**src/rtl/fifo_controller_if.sv**
```systemverilog
// fifo_controller_if
//   Bundles the controller's request/status handshake and every datapath
//   control line into one connection.
//
//   Requests from the user side and flags from the datapath:
//     WriteReq, ReadReq, FlushReq   level requests, held until answered
//     full, empty                   registered status-register flags
//   Controls and status driven by the controller:
//     ClearReadBuff, ClearWriteBuff, ClearFIFO, ClearPoint, ClearStaReg
//     LoadReadBuff, LoadWriteBuff, ChipEnable, OutEnable, Write, sel, EnableP
//     WrAck, WrDone, WrErr, RdDone, RdErr, FlushDone, Busy
//
//   master: the environment (requester plus datapath)
//   slave:  the controller
interface fifo_controller_if;
    logic WriteReq;
    logic ReadReq;
    logic FlushReq;
    logic full;
    logic empty;

    logic ClearReadBuff;
    logic ClearWriteBuff;
    logic ClearFIFO;
    logic ClearPoint;
    logic ClearStaReg;
    logic LoadReadBuff;
    logic LoadWriteBuff;
    logic ChipEnable;
    logic OutEnable;
    logic Write;
    logic sel;
    logic EnableP;

    logic WrAck;
    logic WrDone;
    logic WrErr;
    logic RdDone;
    logic RdErr;
    logic FlushDone;
    logic Busy;

    modport master (
        output WriteReq, ReadReq, FlushReq, full, empty,
        input  ClearReadBuff, ClearWriteBuff, ClearFIFO, ClearPoint, ClearStaReg,
        input  LoadReadBuff, LoadWriteBuff, ChipEnable, OutEnable, Write, sel, EnableP,
        input  WrAck, WrDone, WrErr, RdDone, RdErr, FlushDone, Busy
    );

    modport slave (
        input  WriteReq, ReadReq, FlushReq, full, empty,
        output ClearReadBuff, ClearWriteBuff, ClearFIFO, ClearPoint, ClearStaReg,
        output LoadReadBuff, LoadWriteBuff, ChipEnable, OutEnable, Write, sel, EnableP,
        output WrAck, WrDone, WrErr, RdDone, RdErr, FlushDone, Busy
    );
endinterface

```
**src/rtl/fifo_controller.sv**
```systemverilog
// fifo_controller
//   Sequencing FSM for the FIFO datapath. Turns level write/read/flush
//   requests into ordered buffer, RAM and pointer controls, arbitrates
//   between simultaneous requests (flush first, then round-robin between
//   eligible write and read), and reports acknowledge/done/error pulses.
//
//   Ports:
//     clk    rising-edge clock
//     Clear  asynchronous active-high reset
//     ctrl   fifo_controller_if.slave: requests, full/empty flags in;
//            datapath controls and status pulses out
//
//   All outputs are decoded from registered state only; the two error
//   pulses are registered one cycle after the IDLE cycle that sampled them.
module fifo_controller #(
    parameter int CLEAR_CYCLES  = 2,
    parameter int SETTLE_CYCLES = 1
) (
    input  logic              clk,
    input  logic              Clear,
    fifo_controller_if.slave  ctrl
);

    typedef enum logic [3:0] {
        INIT, IDLE, WR_LOAD, WR_MEM, WR_PTR, RD_MEM, RD_LOAD, RD_PTR, FLUSH, SETTLE
    } stateT;

    typedef enum logic [1:0] {
        OP_WRITE, OP_READ, OP_FLUSH
    } opT;

    localparam logic [3:0] CLEAR_LAST  = 4'(CLEAR_CYCLES - 1);
    localparam logic [3:0] SETTLE_LAST = 4'(SETTLE_CYCLES - 1);

    stateT       state, nextState;
    logic [3:0]  cycleCount, nextCount;
    logic        lastOpWrite, nextLastOpWrite;
    opT          settleOp, nextSettleOp;
    logic        wrErrReg, rdErrReg;
    logic        wrErrNext, rdErrNext;
    logic        writeOk, readOk;

    // State, shared INIT/SETTLE cycle counter, round-robin history, the
    // operation being finished in SETTLE and the registered error pulses.
    // lastOpWrite resets to 0 (read) so the first contested grant is a write.
    always_ff @(posedge clk or posedge Clear) begin
        if (Clear) begin
            state       <= INIT;
            cycleCount  <= 4'd0;
            lastOpWrite <= 1'b0;
            settleOp    <= OP_FLUSH;
            wrErrReg    <= 1'b0;
            rdErrReg    <= 1'b0;
        end else begin
            state       <= nextState;
            cycleCount  <= nextCount;
            lastOpWrite <= nextLastOpWrite;
            settleOp    <= nextSettleOp;
            wrErrReg    <= wrErrNext;
            rdErrReg    <= rdErrNext;
        end
    end

    // Next-state logic. The counter is held at zero outside INIT/SETTLE so
    // each counted phase starts from zero. Requests and flags only matter in
    // IDLE; a rejected request is flagged every IDLE cycle it stays asserted.
    always_comb begin
        nextState       = state;
        nextCount       = 4'd0;
        nextLastOpWrite = lastOpWrite;
        nextSettleOp    = settleOp;
        wrErrNext       = 1'b0;
        rdErrNext       = 1'b0;
        writeOk         = ctrl.WriteReq && !ctrl.full;
        readOk          = ctrl.ReadReq && !ctrl.empty;

        case (state)
            INIT: begin
                if (cycleCount == CLEAR_LAST) begin
                    nextState = IDLE;
                end else begin
                    nextCount = cycleCount + 4'd1;
                end
            end
            IDLE: begin
                wrErrNext = ctrl.WriteReq && ctrl.full;
                rdErrNext = ctrl.ReadReq && ctrl.empty;
                if (ctrl.FlushReq) begin
                    nextState = FLUSH;
                end else if (writeOk && readOk) begin
                    nextState = lastOpWrite ? RD_MEM : WR_LOAD;
                end else if (writeOk) begin
                    nextState = WR_LOAD;
                end else if (readOk) begin
                    nextState = RD_MEM;
                end
            end
            WR_LOAD: nextState = WR_MEM;
            WR_MEM:  nextState = WR_PTR;
            WR_PTR: begin
                nextState       = SETTLE;
                nextSettleOp    = OP_WRITE;
                nextLastOpWrite = 1'b1;
            end
            RD_MEM:  nextState = RD_LOAD;
            RD_LOAD: nextState = RD_PTR;
            RD_PTR: begin
                nextState       = SETTLE;
                nextSettleOp    = OP_READ;
                nextLastOpWrite = 1'b0;
            end
            FLUSH: begin
                nextState    = SETTLE;
                nextSettleOp = OP_FLUSH;
            end
            SETTLE: begin
                if (cycleCount == SETTLE_LAST) begin
                    nextState = IDLE;
                end else begin
                    nextCount = cycleCount + 4'd1;
                end
            end
            default: nextState = INIT;
        endcase
    end

    // Moore output decode. Flush deliberately leaves ClearFIFO low so RAM
    // contents survive; only pointers, status and buffers are cleared.
    always_comb begin
        ctrl.ClearReadBuff  = 1'b0;
        ctrl.ClearWriteBuff = 1'b0;
        ctrl.ClearFIFO      = 1'b0;
        ctrl.ClearPoint     = 1'b0;
        ctrl.ClearStaReg    = 1'b0;
        ctrl.LoadReadBuff   = 1'b0;
        ctrl.LoadWriteBuff  = 1'b0;
        ctrl.ChipEnable     = 1'b0;
        ctrl.OutEnable      = 1'b0;
        ctrl.Write          = 1'b0;
        ctrl.sel            = 1'b0;
        ctrl.EnableP        = 1'b0;
        ctrl.WrAck          = 1'b0;
        ctrl.WrDone         = 1'b0;
        ctrl.RdDone         = 1'b0;
        ctrl.FlushDone      = 1'b0;
        ctrl.WrErr          = wrErrReg;
        ctrl.RdErr          = rdErrReg;
        ctrl.Busy           = (state != IDLE);

        case (state)
            INIT: begin
                ctrl.ClearReadBuff  = 1'b1;
                ctrl.ClearWriteBuff = 1'b1;
                ctrl.ClearFIFO      = 1'b1;
                ctrl.ClearPoint     = 1'b1;
                ctrl.ClearStaReg    = 1'b1;
            end
            WR_LOAD: begin
                ctrl.LoadWriteBuff = 1'b1;
                ctrl.WrAck         = 1'b1;
            end
            WR_MEM: begin
                ctrl.ChipEnable = 1'b1;
                ctrl.Write      = 1'b1;
                ctrl.sel        = 1'b1;
            end
            WR_PTR: begin
                ctrl.EnableP = 1'b1;
                ctrl.sel     = 1'b1;
            end
            RD_MEM: begin
                ctrl.ChipEnable = 1'b1;
                ctrl.OutEnable  = 1'b1;
            end
            RD_LOAD: begin
                ctrl.ChipEnable   = 1'b1;
                ctrl.OutEnable    = 1'b1;
                ctrl.LoadReadBuff = 1'b1;
            end
            RD_PTR: begin
                ctrl.EnableP = 1'b1;
            end
            FLUSH: begin
                ctrl.ClearReadBuff  = 1'b1;
                ctrl.ClearWriteBuff = 1'b1;
                ctrl.ClearPoint     = 1'b1;
                ctrl.ClearStaReg    = 1'b1;
            end
            SETTLE: begin
                if (cycleCount == SETTLE_LAST) begin
                    ctrl.WrDone    = (settleOp == OP_WRITE);
                    ctrl.RdDone    = (settleOp == OP_READ);
                    ctrl.FlushDone = (settleOp == OP_FLUSH);
                end
            end
            default: ;
        endcase
    end

endmodule
```
**src/flat_wrapper.sv**
```systemverilog
// flat-port wrapper written by rule: the top's interface ports become plain ports
module fifo_controller_flat 
#(
    parameter int CLEAR_CYCLES  = 2,
    parameter int SETTLE_CYCLES = 1
)
  (clk, Clear, ctrl_WriteReq, ctrl_ReadReq, ctrl_FlushReq, ctrl_full, ctrl_empty, ctrl_ClearReadBuff, ctrl_ClearWriteBuff, ctrl_ClearFIFO, ctrl_ClearPoint, ctrl_ClearStaReg, ctrl_LoadReadBuff, ctrl_LoadWriteBuff, ctrl_ChipEnable, ctrl_OutEnable, ctrl_Write, ctrl_sel, ctrl_EnableP, ctrl_WrAck, ctrl_WrDone, ctrl_WrErr, ctrl_RdDone, ctrl_RdErr, ctrl_FlushDone, ctrl_Busy);
  fifo_controller_if ctrl_i ();
  input  logic clk;
  input  logic Clear;
  input wire logic [$bits(ctrl_i.WriteReq)-1:0] ctrl_WriteReq;
  input wire logic [$bits(ctrl_i.ReadReq)-1:0] ctrl_ReadReq;
  input wire logic [$bits(ctrl_i.FlushReq)-1:0] ctrl_FlushReq;
  input wire logic [$bits(ctrl_i.full)-1:0] ctrl_full;
  input wire logic [$bits(ctrl_i.empty)-1:0] ctrl_empty;
  output wire logic [$bits(ctrl_i.ClearReadBuff)-1:0] ctrl_ClearReadBuff;
  output wire logic [$bits(ctrl_i.ClearWriteBuff)-1:0] ctrl_ClearWriteBuff;
  output wire logic [$bits(ctrl_i.ClearFIFO)-1:0] ctrl_ClearFIFO;
  output wire logic [$bits(ctrl_i.ClearPoint)-1:0] ctrl_ClearPoint;
  output wire logic [$bits(ctrl_i.ClearStaReg)-1:0] ctrl_ClearStaReg;
  output wire logic [$bits(ctrl_i.LoadReadBuff)-1:0] ctrl_LoadReadBuff;
  output wire logic [$bits(ctrl_i.LoadWriteBuff)-1:0] ctrl_LoadWriteBuff;
  output wire logic [$bits(ctrl_i.ChipEnable)-1:0] ctrl_ChipEnable;
  output wire logic [$bits(ctrl_i.OutEnable)-1:0] ctrl_OutEnable;
  output wire logic [$bits(ctrl_i.Write)-1:0] ctrl_Write;
  output wire logic [$bits(ctrl_i.sel)-1:0] ctrl_sel;
  output wire logic [$bits(ctrl_i.EnableP)-1:0] ctrl_EnableP;
  output wire logic [$bits(ctrl_i.WrAck)-1:0] ctrl_WrAck;
  output wire logic [$bits(ctrl_i.WrDone)-1:0] ctrl_WrDone;
  output wire logic [$bits(ctrl_i.WrErr)-1:0] ctrl_WrErr;
  output wire logic [$bits(ctrl_i.RdDone)-1:0] ctrl_RdDone;
  output wire logic [$bits(ctrl_i.RdErr)-1:0] ctrl_RdErr;
  output wire logic [$bits(ctrl_i.FlushDone)-1:0] ctrl_FlushDone;
  output wire logic [$bits(ctrl_i.Busy)-1:0] ctrl_Busy;
  assign ctrl_i.WriteReq = ctrl_WriteReq;
  assign ctrl_i.ReadReq = ctrl_ReadReq;
  assign ctrl_i.FlushReq = ctrl_FlushReq;
  assign ctrl_i.full = ctrl_full;
  assign ctrl_i.empty = ctrl_empty;
  assign ctrl_ClearReadBuff = ctrl_i.ClearReadBuff;
  assign ctrl_ClearWriteBuff = ctrl_i.ClearWriteBuff;
  assign ctrl_ClearFIFO = ctrl_i.ClearFIFO;
  assign ctrl_ClearPoint = ctrl_i.ClearPoint;
  assign ctrl_ClearStaReg = ctrl_i.ClearStaReg;
  assign ctrl_LoadReadBuff = ctrl_i.LoadReadBuff;
  assign ctrl_LoadWriteBuff = ctrl_i.LoadWriteBuff;
  assign ctrl_ChipEnable = ctrl_i.ChipEnable;
  assign ctrl_OutEnable = ctrl_i.OutEnable;
  assign ctrl_Write = ctrl_i.Write;
  assign ctrl_sel = ctrl_i.sel;
  assign ctrl_EnableP = ctrl_i.EnableP;
  assign ctrl_WrAck = ctrl_i.WrAck;
  assign ctrl_WrDone = ctrl_i.WrDone;
  assign ctrl_WrErr = ctrl_i.WrErr;
  assign ctrl_RdDone = ctrl_i.RdDone;
  assign ctrl_RdErr = ctrl_i.RdErr;
  assign ctrl_FlushDone = ctrl_i.FlushDone;
  assign ctrl_Busy = ctrl_i.Busy;
  fifo_controller #(.CLEAR_CYCLES(CLEAR_CYCLES), .SETTLE_CYCLES(SETTLE_CYCLES)) u_core (.clk(clk), .Clear(Clear), .ctrl(ctrl_i));
endmodule
```
**config.mk**
```make
export PLATFORM = sky130hd
export DESIGN_NAME = fifo_controller_flat
export DESIGN_NICKNAME = d
export VERILOG_FILES = /design/src/rtl/fifo_controller_if.sv /design/src/rtl/fifo_controller.sv /design/src/flat_wrapper.sv
export SDC_FILE = /design/constraint.sdc
export NUM_CORES = 1
export LEC_CHECK = 0
export CAP_MARGIN = 5
export CORE_MARGIN = 2
export CORE_UTILIZATION = 35
export CTS_CLUSTER_DIAMETER = 60
export CTS_CLUSTER_SIZE = 20
export DETAILED_ROUTE_END_ITERATION = 6
export DONT_BUFFER_PORTS = 1
export PLACE_DENSITY_LB_ADDON = 0.3
export SLEW_MARGIN = 20
export SYNTH_ARGS = -nofsm -noshare
export SYNTH_HDL_FRONTEND = slang
export SYNTH_SLANG_ARGS = --single-unit
```
**constraint.sdc**
```tcl
create_clock -name clk -period 1.66 [get_ports clk]
set_input_delay 0.332 -clock clk [delete_from_list [all_inputs] [get_ports clk]]
set_output_delay 0.332 -clock clk [all_outputs]
set_load 0.005 [all_outputs]
```
* Word-level counts from Yosys, hierarchy flattened
Index checks and enable logic that the tools add are counted.
** Operators by class
- Multiplexer cells :: 30
- Equality and inequality tests :: 16
- Reductions and logical operators :: 19
- Add/sub/neg operators :: 1
** Operators with widths (number)
- $mux W4 :: 8
- $pmux W4 S8 :: 1
- $mux W1 :: 17
- $eq A4 B3 Y1 const B :: 4
- $eq A4 B1 Y1 const B :: 2
- $eq A4 B2 Y1 const B :: 2
- $eq A4 B4 Y1 const B :: 2
- $logic_not A4 Y1 :: 2
- $pmux W4 S2 :: 1
- $reduce_or A2 Y1 :: 4
- $pmux W2 S3 :: 1
- $reduce_or A3 Y1 :: 2
- $logic_and A1 B1 Y1 :: 5
- $ne A5 B2 Y1 const B :: 1
- $add A4 B1 Y4 const B :: 1
- $ne A2 B1 Y1 const B :: 2
- $ne A4 B1 Y1 const B :: 1
- $mux W3 :: 1
- $reduce_and A3 Y1 :: 1
- $reduce_bool A3 Y1 :: 1
- $eq A2 B1 Y1 const B :: 1
- $eq A2 B2 Y1 const B :: 1
- $logic_not A1 Y1 :: 2
- $logic_not A2 Y1 :: 1
- other kinds (2) :: 2
** Storage, ports and cells
- Bits of input ports :: 7
- Register bits after elaboration :: 13

* Depth between registers and ports, before layout
- Depth after elaboration :: 7
- Mapped depth :: 6

* Least setup slack after synthesis
No wires, ideal clock.
- Path kind :: reg2out
- From :: reg u_core.state[0]
- To :: out ctrl_FlushDone
- Data arrival time :: 1170 ps
- Path buffers :: 1
- Path slack :: 158 ps
- Data required time :: 1328 ps
- Stages on the path, launching flop included :: 5
- Path through :: dfrtp_1 buf_2 nor3b_2 nand4_1 nor3b_1
** Between the ends
- Word-level cells in the longest chain between the ends :: 2
** RTL lines
- start, declared :: RTL line fifo_controller.sv:35 : stateT state, nextState;
- start signal, assigned :: RTL line fifo_controller.sv:55 : state <= nextState;
- $eq A4 B4 Y1 :: RTL line fifo_controller.sv:150 : case (state)
- $mux W1 :: RTL line fifo_controller.sv:150
- end, declared :: RTL line flat_wrapper.sv:33 : output wire logic [$bits(ctrl_i.FlushDone)-1:0] ctrl_FlushDone;
Every way passes these cells.

* Worst setup path in the final report
- From :: reg u_core.state[2]
- To :: out ctrl_ChipEnable
** Between the ends
- Word-level cells in the longest chain between the ends :: 3
- Elaborated cells on any way between the ends :: 5
- Classes of those cells :: eq/ne: 3; mux: 1; reduce/logical: 1
** RTL lines
- $eq A4 B2 Y1 or $eq A4 B3 Y1 (tied branches) :: RTL line fifo_controller.sv:150
- $reduce_or A3 Y1 (no line) *
- $mux W1 * :: RTL line fifo_controller.sv:150
- end, declared :: RTL line flat_wrapper.sv:23 : output wire logic [$bits(ctrl_i.ChipEnable)-1:0] ctrl_ChipEnable;
Mark *: on every way between the ends. The rest lies on a longest branch, timed or not.

==> run summary <==
Hpwl dp - 1.41 mm
Synth area leader - dfrtp_1
Critical Path RT - 1.33 ns
Vias - 754
Diodes inserted - 0
FFs w/ async S/R, synth - 100%
Clock Skew - 0.00275 ns
Number of synthesized flops with an enable pin - 0
Flops & latches, synth - 13
IO Pins - 26
Fin util - 47.6%
Routed Antenna Nets - 0
Slew @ Worst Pin - 0.509 ns
Wire per inst - 14.3 um
Post-Syn Instances - 98
Root Buffer Master - clkbuf_4
Clk_lat worst skew - 0.29 ns
Mean area per synthesized cell - 8.52 um2
Top cells by count, synth - dfrtp_1 (12), nor2_1 (11), nand2_1 (9), inv_1 (8), o21ai_0 (6)
Drc violations - 0
DRT Wirelength - 1.99 mm
Register area share after synthesis - 39.1%
Footprint of the multi-input gates - 507 um2
Core outline area - 2230 um2
RR Endpoint - u_core.state[2]
Startpoint Class - register
Violated checks - negative setup slack
Crit Path Max Fanout - 4
Synth Flop Type - dfrtp_1
Fillers - 222
Worst vdd ir - 0.830 mV
TritonCTS clock tree - yes
Clk sinks - 13
Placed instance area - 895 um2
Initial antenna violation count - 0
DR vias/cell - 5.42
Final setup viols - 7
Row count - 17
Static leakage - 0.483 nW
Final setup margin - -0.118 ns
Fmax - 562 MHz
Reg-to-Reg Start - u_core.state[2]
Type of the worst setup path - reg2out
CTS buffer count - 3
Yosys warning count - 0
Sequential standard cell area - 329 um2
Fraction of layout cells with a size suffix above 1 - 38.7%
DIE WIDTH - 52.8 um
Status - finished, violations left
CP arrival - 1.45 ns
Largest net degree at the start of global routing - 14
Total track usage - 15.8%
Final Slew Violations - 0
Max-cap violations - 0
Die height - 52.8 um
Most frequent cell after synthesis - dfrtp_1
Synth top area cells - dfrtp_1 (36%), nor2_1 (4.9%), buf_4 (4.5%)
First-pass GRT wire length - 3.17 mm
Hold Path Origin - ctrl_empty
CTS clock-pin slew for the worst setup and hold paths - 0.09 ns
GR Overflow Total - 0
Post-synth net total - 108
Final instance area - 1060 um2
Synth top area share - 36.0%
Synth Cell Area - 835 um2
Type of the tightest min-delay check - in2reg
Final min period - 1.78 ns
Die area - 2790 um2
H-tree depth - 1
Worst Hold End - u_core.ctrl.RdErr
Hold path cells - 1
Final #Nets - 122
PD cells - 1820 nW/um2
# port buffers - 0
Period utilization - 107%
Setup WS pre-CTS - 0.126 ns
Reg2reg path depth - 4
Initial Util - 37.4%
CP endpoint kind - output port
FF-to-FF setup slack - 0.09 ns
Violation count after the first detailed-route iteration - 18
Router iterations before antenna repair - 4
Distinct cell type count after synthesis - 34
RSZ-0062 raised after global routing - true
Clock Tree Buf Depth - 2
Slew HR - 66.1%
GP Congestion - 0.818
Area Overhead vs Synth - 27.3%
Fin. Hold Viols - 0
Vias in the first global route - 717
-- worst max-delay path: stages, from the launching register on --
cell and delay, ns:
dfrtp_1 0.44, nand2b_2 0.24, or2_1 0.28, a21oi_2 0.20
-- report_power, final --
group,total [mW],internal [mW],switching [mW]
sequential,0.529,0.417,0.112
combinational,1.20,0.565,0.631
clock,0.209,0.0896,0.119
total,1.93,1.07,0.863
-- final cells by class --
cell class              count  area share (%)
well taps                  28            3.30
multi-input cells          69            47.7
flip-flops and latches     13            31.0
repair buffers             17            12.6
clock inverters             1           0.471
inverters                   8            2.83
clock buffers               3            2.12
-- kinds of logic after synthesis --
group           after synthesis  share of synthesized area (%)
xor+xnor                      4                           4.20
fa+ha+maj                     3                           4.50
flops                        13                           39.1
simple gates                 42                           27.4
compound gates               20                           15.1
buf+inv                      16                           9.60
-- stage by stage --
stage / hold WS, ns / power, mW / instances / setup TNS [ns]
2_1_floorplan: 0.208 / 1.21 / 98 / 0
3_3_place_gp: 0.272 / 1.44 / 128 / 0
3_5_place_dp: 0.290 / 1.44 / 128 / 0
4_1_cts: 0.186 / 1.75 / 136 / -0.397
5_1_grt: 0.180 / 2.09 / 139 / -1.08
6_report: 0.194 / 1.93 / 139 / -0.533
-- metal layers --
layer  track usage (%)  up-vias  share of wire [%]
met5                 0        -                  0
met4              6.41        0               0.90
met3              3.71        2                6.0
met2              26.0       27                 49
met1              19.6      367                 44
li1                  -      358                  -
-- registers in the layout, indices dropped and copies added (netlist names) --
name / cells
u_core.lastOpWrite: 1
u_core.cycleCount: 4
u_core.settleOp: 2
u_core.ctrl.WrErr: 1
u_core.ctrl.RdErr: 1
u_core.state: 4
-- worst max-delay path by stage --
| stage | start | to | slack (ns) |
|---|---|---|---|
| after floorplan | u_core.state[0] | ctrl_FlushDone | 0.16 |
| after global placement | u_core.state[0] | u_core.state[2] | 0.11 |
| after detailed placement | u_core.state[0] | u_core.state[2] | 0.13 |
| after CTS | u_core.state[1] | ctrl_FlushDone | -0.09 |
| after global routing | u_core.state[1] | ctrl_FlushDone | -0.17 |
| final | u_core.state[2] | ctrl_ChipEnable | -0.12 |
-- repair_timing --
action,in CTS,in global routing
setup buffers,3,3
pin swaps,3,4
endpoints found under the setup margin,11,16
endpoints found under the hold margin,12,0
hold buffers,1,0
gates resized for setup,11,11
-- cell usage in the layout (no fill, tap or decap), types with 6 or more instances in the layout --
cell type / count
buf_4: 15
dfrtp_1: 10
nand2_1: 9
inv_1: 7
nor2_1: 7
o21ai_0: 6
Note: power is estimated with default switching activity, not from simulation.
